## src/rtl/psr_pkg.sv

```systemverilog
// Shared definitions for the CPSR/SPSR bank controller: mode encodings,
// bank and exception indices, exception priority, vector offsets and FSM states.
// Optional build macro: PSR_VIRT_MODES_EN adds the mon and hyp SPSR banks.
package psr_pkg;

   localparam logic [4:0] MODE_USR = 5'b10000;
   localparam logic [4:0] MODE_FIQ = 5'b10001;
   localparam logic [4:0] MODE_IRQ = 5'b10010;
   localparam logic [4:0] MODE_SVC = 5'b10011;
   localparam logic [4:0] MODE_MON = 5'b10110;
   localparam logic [4:0] MODE_ABT = 5'b10111;
   localparam logic [4:0] MODE_HYP = 5'b11010;
   localparam logic [4:0] MODE_UND = 5'b11011;
   localparam logic [4:0] MODE_SYS = 5'b11111;

   // CPSR control bit positions
   localparam int CPSR_I = 7;
   localparam int CPSR_F = 6;
   localparam int CPSR_T = 5;

   typedef enum logic [2:0] {
      BK_FIQ, BK_IRQ, BK_SVC, BK_ABT, BK_UND
`ifdef PSR_VIRT_MODES_EN
      , BK_MON, BK_HYP
`endif
   } bank_e;

`ifdef PSR_VIRT_MODES_EN
   localparam int NUM_BANKS = 7;
`else
   localparam int NUM_BANKS = 5;
`endif

   // Bit positions inside exc_req {abt,fiq,irq,und,svc}
   typedef enum logic [2:0] {
      EXC_SVC = 3'd0, EXC_UND = 3'd1, EXC_IRQ = 3'd2, EXC_FIQ = 3'd3, EXC_ABT = 3'd4
   } exc_e;

   typedef enum logic [1:0] {ST_IDLE, ST_SAVE, ST_SWITCH} state_e;

   typedef struct packed {
      logic  vld;
      bank_e idx;
   } bank_sel_t;

   typedef struct packed {
      logic vld;
      exc_e idx;
   } exc_sel_t;

   // Which SPSR bank a mode owns; vld=0 for usr/sys and unbanked encodings
   function automatic bank_sel_t mode_bank(input logic [4:0] m);
      bank_sel_t s;
      s = '{vld: 1'b1, idx: BK_FIQ};
      case (m)
         MODE_FIQ: s.idx = BK_FIQ;
         MODE_IRQ: s.idx = BK_IRQ;
         MODE_SVC: s.idx = BK_SVC;
         MODE_ABT: s.idx = BK_ABT;
         MODE_UND: s.idx = BK_UND;
`ifdef PSR_VIRT_MODES_EN
         MODE_MON: s.idx = BK_MON;
         MODE_HYP: s.idx = BK_HYP;
`endif
         default:  s.vld = 1'b0;
      endcase
      return s;
   endfunction

   function automatic logic mode_legal(input logic [4:0] m);
      return mode_bank(m).vld || (m == MODE_USR) || (m == MODE_SYS);
   endfunction

   // Fixed priority: abt > fiq > irq > und > svc
   function automatic exc_sel_t pick_exc(input logic [4:0] req);
      exc_sel_t s;
      s = '{vld: 1'b1, idx: EXC_SVC};
      if (req[EXC_ABT])      s.idx = EXC_ABT;
      else if (req[EXC_FIQ]) s.idx = EXC_FIQ;
      else if (req[EXC_IRQ]) s.idx = EXC_IRQ;
      else if (req[EXC_UND]) s.idx = EXC_UND;
      else if (req[EXC_SVC]) s.idx = EXC_SVC;
      else                   s.vld = 1'b0;
      return s;
   endfunction

   function automatic logic [7:0] vec_off(input exc_e e);
      case (e)
         EXC_UND: return 8'h04;
         EXC_SVC: return 8'h08;
         EXC_ABT: return 8'h10;
         EXC_IRQ: return 8'h18;
         EXC_FIQ: return 8'h1C;
         default: return 8'h00;
      endcase
   endfunction

   function automatic logic [4:0] exc_mode(input exc_e e);
      case (e)
         EXC_UND: return MODE_UND;
         EXC_SVC: return MODE_SVC;
         EXC_ABT: return MODE_ABT;
         EXC_IRQ: return MODE_IRQ;
         EXC_FIQ: return MODE_FIQ;
         default: return MODE_SVC;
      endcase
   endfunction

   function automatic bank_e exc_bank(input exc_e e);
      case (e)
         EXC_UND: return BK_UND;
         EXC_SVC: return BK_SVC;
         EXC_ABT: return BK_ABT;
         EXC_IRQ: return BK_IRQ;
         EXC_FIQ: return BK_FIQ;
         default: return BK_SVC;
      endcase
   endfunction

endpackage

```

## src/rtl/psr_spsr_bank.sv

```systemverilog
// Banked SPSR storage: one write port, one read port, both indexed by bank.
// Optional build macro: PSR_VIRT_MODES_EN (sets bank count via psr_pkg).
module psr_spsr_bank
   import psr_pkg::*;
#(
   parameter int DATA_W = 32
) (
   input  logic              clk_i,
   input  logic              rst_ni,
   input  logic              we_i,
   input  bank_e             widx_i,
   input  logic [DATA_W-1:0] wdata_i,
   input  bank_e             ridx_i,
   output logic [DATA_W-1:0] rdata_o
);

   logic [DATA_W-1:0] mem_q [NUM_BANKS];

   // Bank write; asynchronous clear wipes every bank
   always_ff @(posedge clk_i or negedge rst_ni) begin
      if (!rst_ni) begin
         for (int i = 0; i < NUM_BANKS; i++) mem_q[i] <= '0;
      end else if (we_i && (int'(widx_i) < NUM_BANKS)) begin
         mem_q[widx_i] <= wdata_i;
      end
   end

   assign rdata_o = (int'(ridx_i) < NUM_BANKS) ? mem_q[ridx_i] : '0;

endmodule

```

## src/rtl/psr_bank_ctrl.sv

```systemverilog
// CPSR plus banked SPSRs with exception-entry sequencer (IDLE->SAVE->SWITCH),
// MSR byte-masked writes, S-suffix flag update and exception return.
// Optional build macro: PSR_VIRT_MODES_EN adds mon/hyp modes and banks.
module psr_bank_ctrl
   import psr_pkg::*;
#(
   parameter int          DATA_W    = 32,
   parameter logic [7:0]  RESET_LO8 = 8'h10,
   parameter logic [31:0] VEC_BASE  = 32'h0000_0000
) (
   input  logic              clk_i,
   input  logic              rst_ni,
   input  logic [4:0]        exc_req_i,
   output logic              exc_ack_o,
   output logic [DATA_W-1:0] vec_addr_o,
   output logic              busy_o,
   input  logic              msr_wr_i,
   input  logic              msr_spsr_i,
   input  logic [3:0]        msr_mask_i,
   input  logic [DATA_W-1:0] msr_data_i,
   input  logic              s_upd_i,
   input  logic [3:0]        nzcv_i,
   input  logic              exc_ret_i,
   output logic              ret_err_o,
   output logic [DATA_W-1:0] cpsr_o,
   output logic [DATA_W-1:0] spsr_cur_o
);

   state_e            state_q, state_d;
   exc_e              exc_q;
   logic [DATA_W-1:0] cpsr_q, cpsr_d;
   logic [DATA_W-1:0] vec_q, vec_d;
   logic              ack_q, ack_d;
   logic              ret_err_q, ret_err_d;

   logic              bank_we;
   bank_e             bank_widx;
   logic [DATA_W-1:0] bank_wdata;
   logic [DATA_W-1:0] bank_rdata;
   logic [DATA_W-1:0] spsr_merge;

   logic [4:0]        req_unmasked;
   exc_sel_t          win;
   bank_sel_t         cur;
   logic              idle_op;

   // irq gated by I, fiq gated by F; abt/und/svc can never be masked
   assign req_unmasked = exc_req_i & ~{1'b0, cpsr_q[CPSR_F], cpsr_q[CPSR_I], 2'b00};
   assign win          = pick_exc(req_unmasked);
   assign cur          = mode_bank(cpsr_q[4:0]);
   assign idle_op      = (state_q == ST_IDLE) && !win.vld;

   psr_spsr_bank #(.DATA_W(DATA_W)) u_bank (
      .clk_i   (clk_i),
      .rst_ni  (rst_ni),
      .we_i    (bank_we),
      .widx_i  (bank_widx),
      .wdata_i (bank_wdata),
      .ridx_i  (cur.idx),
      .rdata_o (bank_rdata)
   );

   assign spsr_cur_o = cur.vld ? bank_rdata : '0;

   // Sequencer state register
   always_ff @(posedge clk_i or negedge rst_ni) begin
      if (!rst_ni) state_q <= ST_IDLE;
      else         state_q <= state_d;
   end

   // Sequencer next state: any unmasked request starts an entry
   always_comb begin
      state_d = state_q;
      case (state_q)
         ST_IDLE:   if (win.vld) state_d = ST_SAVE;
         ST_SAVE:   state_d = ST_SWITCH;
         ST_SWITCH: state_d = ST_IDLE;
         default:   state_d = ST_IDLE;
      endcase
   end

   // MSR-to-SPSR data: masked bytes of the current SPSR replaced
   always_comb begin
      spsr_merge = spsr_cur_o;
      for (int b = 0; b < 4; b++)
         if (msr_mask_i[b]) spsr_merge[b*8 +: 8] = msr_data_i[b*8 +: 8];
   end

   // Sequencer outputs and PSR next-state; IDLE ops only when no entry starts
   always_comb begin
      busy_o     = (state_q != ST_IDLE) || win.vld;
      cpsr_d     = cpsr_q;
      vec_d      = '0;
      ack_d      = 1'b0;
      ret_err_d  = 1'b0;
      bank_we    = 1'b0;
      bank_widx  = cur.idx;
      bank_wdata = spsr_merge;
      case (state_q)
         ST_SAVE: begin
            bank_we    = 1'b1;
            bank_widx  = exc_bank(exc_q);
            bank_wdata = cpsr_q;
         end
         ST_SWITCH: begin
            cpsr_d[4:0]    = exc_mode(exc_q);
            cpsr_d[CPSR_I] = 1'b1;
            cpsr_d[CPSR_T] = 1'b0;
            if (exc_q == EXC_FIQ) cpsr_d[CPSR_F] = 1'b1;
            ack_d = 1'b1;
            vec_d = DATA_W'(VEC_BASE) + DATA_W'(vec_off(exc_q));
         end
         default: begin
            if (idle_op) begin
               if (exc_ret_i) begin
                  // restore wins over any MSR/flag write in the same cycle
                  if (cur.vld) cpsr_d = bank_rdata;
                  else         ret_err_d = 1'b1;
               end else begin
                  if (msr_wr_i && !msr_spsr_i) begin
                     for (int b = 1; b < 4; b++)
                        if (msr_mask_i[b]) cpsr_d[b*8 +: 8] = msr_data_i[b*8 +: 8];
                     if (msr_mask_i[0] && (cpsr_q[4:0] != MODE_USR) && mode_legal(msr_data_i[4:0]))
                        cpsr_d[7:0] = msr_data_i[7:0];
                  end
                  if (msr_wr_i && msr_spsr_i && cur.vld) bank_we = 1'b1;
                  if (s_upd_i) cpsr_d[31:28] = nzcv_i;
               end
            end
         end
      endcase
   end

   // PSR, winner latch and registered pulse outputs
   always_ff @(posedge clk_i or negedge rst_ni) begin
      if (!rst_ni) begin
         cpsr_q    <= DATA_W'(RESET_LO8);
         exc_q     <= EXC_SVC;
         vec_q     <= '0;
         ack_q     <= 1'b0;
         ret_err_q <= 1'b0;
      end else begin
         cpsr_q    <= cpsr_d;
         vec_q     <= vec_d;
         ack_q     <= ack_d;
         ret_err_q <= ret_err_d;
         if ((state_q == ST_IDLE) && win.vld) exc_q <= win.idx;
      end
   end

   assign cpsr_o     = cpsr_q;
   assign exc_ack_o  = ack_q;
   assign vec_addr_o = vec_q;
   assign ret_err_o  = ret_err_q;

endmodule

```

## config.mk

```make
export PLATFORM = sky130hd
export DESIGN_NAME = psr_bank_ctrl
export DESIGN_NICKNAME = d
export VERILOG_FILES = /design/src/rtl/psr_pkg.sv /design/src/rtl/psr_spsr_bank.sv /design/src/rtl/psr_bank_ctrl.sv
export SDC_FILE = /design/constraint.sdc
export NUM_CORES = 1
export LEC_CHECK = 0
export ABC_AREA = 1
export BUFFER_PORTS_ARGS = -buffer_cell sky130_fd_sc_hd__buf_2
export CAP_MARGIN = 20
export CORE_MARGIN = 4
export CORE_UTILIZATION = 38
export DETAILED_ROUTE_END_ITERATION = 6
export GPL_TIMING_DRIVEN = 0
export PLACE_DENSITY = 0.59
export SYNTH_ARGS = -nofsm -noshare
export SYNTH_HDL_FRONTEND = slang
export SYNTH_SLANG_ARGS = --single-unit
```

## constraint.sdc

```tcl
create_clock -name clk_i -period 5.04 [get_ports clk_i]
set_clock_uncertainty 0.1 [all_clocks]
set_input_delay 1.008 -clock clk_i [delete_from_list [all_inputs] [get_ports clk_i]]
set_output_delay 1.008 -clock clk_i [all_outputs]
set_load 0.01 [all_outputs]
```

# Word-level counts from Yosys, hierarchy flattened
# Index checks and enable logic that the tools add are counted.
totals:
  ff_bits: 231
  out_inout_bits: 99
  wordCells: 141
op_classes:
  order_cmp: 5
  eq_ne: 23
  muxes: 56
  bitwise_logic: 6
  reduce_logical: 35
ops:
  columns: ["cell", "n"]
  rows:
  - ["two-way mux 32 bit", 9]
  - ["bitwise mux 160 bit", 1]
  - ["binary-select mux 32 bit (select 3 bit)", 1]
  - ["demux 32 bit (select 3 bit)", 1]
  - ["two-way mux 8 bit", 9]
  - ["== test 5 bit, second input constant", 12]
  - ["one-hot mux 5 bit (5 select lines)", 1]
  - ["AND reduction 5 bit", 5]
  - ["one-hot mux 3 bit (4 select lines)", 2]
  - ["two-way mux 1 bit", 21]
  - ["one-hot mux 4 bit (4 select lines)", 1]
  - ["one-hot mux 8 bit (2 select lines)", 1]
  - ["nonzero test 2 bit", 6]
  - ["nonzero test 3 bit", 4]
  - ["OR reduction 5 bit", 2]
  - ["logical AND 1 bit", 9]
  - [">= comparator 4 bit, second input constant", 2]
  - ["NOT 3 -> 4 bit", 2]
  - ["== test 3 x 2 -> 1 bit, second input constant", 2]
  - ["< comparator 3 bit, second input constant", 2]
  - ["two-way mux 2 bit", 3]
  - ["two-way mux 3 bit", 2]
  - ["AND reduction 6 bit", 1]
  - ["AND 5 bit", 1]
  - ["20 further kinds", 25]

# Logic depth before layout (Yosys ltp)
logic_depth:
  ltp_word: 20
  mapped_depth: 15
  ltp_nobuf: 13

# Cells and area by module
# From an unflattened synthesis, not the netlist that was laid out.
unflattened:
  hier_cells: 1611
  area_unflattened_um2: 11468.5
by_module_without_submodules:
  columns: ["mod", "instances", "cells_per_inst", "area_each_um2"]
  rows:
  - ["psr_spsr_bank", 1, 1032, 7689.9]
  - ["psr_bank_ctrl", 1, 579, 3778.6]

# Worst setup path after synthesis
# Ideal clock, no wire load.
synth_path:
  path_kind: "register to output"
  from: "register cpsr_q[4], in the netlist cpsr_o[4]"
  to: "output port spsr_cur_o[6]"
  arrival_ns: 1.617
  setup_slack_ns: 2.315
  path_stages_with_launch: 11
  path_buffers: 2
  path_cell_list: "dfstp_2 nand2_1 clkinv_1 nand2_2 nand2_2 buf_4 buf_2 nand3_1 nand3_1 nand3_1 inv_1"
synth_via:
  elab_chain_cells: 8
  elab_cells_between_ends: 15
synth_lines:
  columns: ["item", "line", "text"]
  rows:
  - ["start: declaration", "psr_bank_ctrl.sv:31", "logic [DATA_W-1:0] cpsr_q, cpsr_d;"]
  - ["start signal: assignment", "psr_bank_ctrl.sv:137", "cpsr_q <= DATA_W'(RESET_LO8);"]
  - ["start signal: assignment", "psr_bank_ctrl.sv:143", "cpsr_q <= cpsr_d;"]
  - ["== test 5 bit", "psr_pkg.sv:55", "case (m)"]
  - ["one-hot mux 3 bit (4 select lines)", "psr_pkg.sv:55", null]
  - ["NOT 3 -> 4 bit (implied by the code)", "psr_spsr_bank.sv:28", "assign rdata_o = (int'(ridx_i) < NUM_BANKS) ? mem_q[ridx_i] : '0;"]
  - ["binary-select mux 32 bit (select 3 bit)", "psr_spsr_bank.sv:28", null]
  - ["two-way mux 32 bit (implied by the code) (2 in a row)", "psr_spsr_bank.sv:28", null]
  - ["two-way mux 32 bit", "psr_spsr_bank.sv:28", null]
  - ["two-way mux 32 bit (*)", "psr_bank_ctrl.sv:63", "assign spsr_cur_o = cur.vld ? bank_rdata : '0;"]
  - ["end: declaration", "psr_bank_ctrl.sv:26", "output logic [DATA_W-1:0] spsr_cur_o"]
# Every way passes the cells marked *; elsewhere a longest branch is shown, timed or not. The select of a mux whose other input is x is not followed.

# Worst setup path after layout
layout_path:
  from: "register cpsr_q[4], in the netlist cpsr_o[4]"
  to: "output port spsr_cur_o[27]"
# Same word-level chain as after synthesis.

==> metrics <==
DR WL/cell 18.2 um; setup TNS 0 ps; Post-CTS Setup Bufs 0; crit-path max FO 10; Distinct cells, synth 33; Mapped Cells 1723; hold path start u_bank.mem_q[80]$_DFFE_PN0P_; Synth area leaders dfrtp_1 43%, nand2_1 25%, nand3_1 8.0%; overflow left after global routing 0; TritonCTS clock tree done; Worst EP arrival 3110 ps; CP Cell Sequence inv_2 -> nor2_1 -> nand3_2 -> nand3_2 -> buf_1 -> nand3_1 -> inv_1 -> buf_2; crit path capture type output port; Worst Hold Class reg2reg; status complete, but fails checks; drt pass-1 iters 7; Post-synth ARST share 1.00; non-filler instance count after layout around 2300; final net count 1950; DRC errors left 1; placed cell areas between 0.01 and 0.015 mm^2; Clock Sinks 202; Final ANT Viol Nets 0; yosys warns 0; top cell type's share of synthesized area 0.433; final period utilization 0.837; via count 11620; final count of hold timing violations 0; gr usage total 0.247; Worst R2R Path Depth 12; Initial DRC Count 1003; clk_lat worst skew 530 ps; clock slew at the register clock pins of the worst setup and hold paths 60 ps; Final setup viols 0; H-tree levels 1; crit path launch cpsr_o[4]$_DFFE_PN1P_; Static Leak a little under 8 nW; most frequent cell after synthesis nand2_1; cts-stage hold buffer count 0; synthesized flop and latch total 202; IO buf count around 120; die width 183 um; sequential share of the synthesized area 0.435; R2R Path Start cpsr_o[4]$_DFFE_PN1P_; largest area contributor in the netlist dfrtp_1; CP bufs+invs 4; fin. max-slew vios 0; DP HPWL between 20000 and 30000 um; Num CTS Buffers 24; Initial Util 0.389; Max-cap violations 0; critical path class reg2out; violated checks DRC; Pwr Density 649 mW/mm^2; Crit-path slowest cell buf_1; antenna violations before repair 0; Worst Hold Path Cells 2; CP required 3930 ps; top_reg_cell synth dfrtp_1; fraction of layout cells with a size suffix above 1 0.128; DP Worst Slack 1410 ps; die footprint 0.0335 mm^2; ANT cells 0; area delta synth->final 16.8%; final worst path period need 4220 ps; Worst slew margin 0.360; placed cell count 2260; io pins 150; number of global-route vias before repair 11225; Root Buffer clkbuf_16; worst-margin pin slew slightly below 1000 ps; CTS resizes 0; Max Clk Rate 237 MHz; row count between 60 and 70; first-pass GRT wire length 64800 um; Post-Syn Area approximately 0.012 mm^2; critical path's most frequent cell nand3_2; Core Area 0.0299 mm^2; Clock Tree Buf Depth 3; Die Y-Extent 183 um; crit path launch type flop; Worst path top cell family by delay simple AND/OR/NAND/NOR gates; Final Util 0.455; Max VDD drop 0.000257 V; syn_area_per_cell 6.75 um^2; Synth top cells by count 762 x nand2_1, 201 x dfrtp_1, 187 x nand3_1, 174 x inv_1, 71 x nor2_1; RePlAce Congestion 0.879; min setup slack post-route 822 ps; Max stage delay on crit path roughly 640 ps; drt total wl 41800 um; RSZ-0062 raised after global routing no; Worst path depth 8; Post-synth EDFFs 0; drt via density just over 5; post-route cell area 0.0136 mm^2; largest net degree at the start of global routing 112
==> layout by cell type, fill, tap and decap left out, types with 15 or more instances in the layout <==
cell       synthesis  layout
nand2_1          762     762
buf_2             37     154
nor2_1            71      71
nand3b_1          32      32
inv_1            174     174
inv_2             15      15
conb_1             1      29
clkbuf_1          46      55
buf_4             30      30
a21oi_1           36      36
nand3_1          187     187
o21ai_1           36      36
dfrtp_1          201     201
clkbuf_16          0      25
o21ai_0           28      28
==> state kept, by name, summed over array words and instances, names as in the netlist <==
register / cells
ret_err_o: 1
vec_addr_o: 3
u_bank.mem_q: 160
exc_ack_o: 1
cpsr_o: 32
state_q: 2
exc_q: 3
==> per-stage QoR <==
step / total power [mW] / hold slack, ps
after floorplan: 5.58 / 340
after global placement: 7.01 / 354
after detailed placement: 7.09 / 356
after CTS: 8.80 / 373
after global routing: 9.52 / 392
final: 8.81 / 370
==> worst register-to-register path, stage by stage (launching register included) <==
cell and delay, ps:
dfstp_2 630, inv_2 70, nor2_1 160, nand3_2 280, inv_2 180, clkbuf_1 630, o21ai_1 200, nand3_1 220
nand2_1 70, nand2_1 60, nand2_1 220, nand2_1 140, nand2_1 50
==> where the power goes <==
group	internal, mW	switching [mW]	leakage, nW
logic	1.37	2.94	5.00
clock network	0.985	0.703	0.363
registers	2.37	0.439	2.50
total	4.73	4.09	7.87
==> routing by layer <==
| layer | wire length [um] | vias to the layer above | GRT usage |
|---|---|---|---|
| met5 | 0 | - | 0 |
| met3 | 3380 | 84 | 0.0359 |
| met1 | 18100 | 5413 | 0.342 |
| met2 | 18700 | 503 | 0.396 |
| met4 | 1620 | 0 | 0.0882 |
| li1 | - | 5620 | - |
==> cells by family (layout without fill, tap and decap cells) <==
logic type	after synthesis	after routing	synth area share
simple gates	1074	1074	0.385
flops	202	202	0.435
other cells	1	29	0.000323
compound gates	130	130	0.0621
fa+ha+maj	3	3	0.00323
buf+inv	313	473	0.115
==> cell type report <==
| class | count | area, um^2 |
|---|---|---|
| Multi-Input combinational cell | 1236 | 5340 |
| Timing Repair Buffer | 119 | 628 |
| Fill cell | 3191 | 16300 |
| Sequential cell | 202 | 5060 |
| Tap cell | 390 | 488 |
| Buffer | 120 | 609 |
| Inverter | 193 | 724 |
| Clock buffer | 36 | 687 |
| Clock inverter | 5 | 50.0 |
==> final timing paths <==
path                                                  to  slack, ps
setup / recovery                          spsr_cur_o[27]        820
hold / removal              u_bank.mem_q[80]$_DFFE_PN0P_        370
setup reg to reg            u_bank.mem_q[39]$_DFFE_PN0P_       1930
hold reg to reg             u_bank.mem_q[80]$_DFFE_PN0P_        370
max in group asynchronous         cpsr_o[19]$_DFFE_PN0P_       3420
min in group asynchronous  u_bank.mem_q[101]$_DFFE_PN0P_        380
Power figures use the tool's default switching activity.
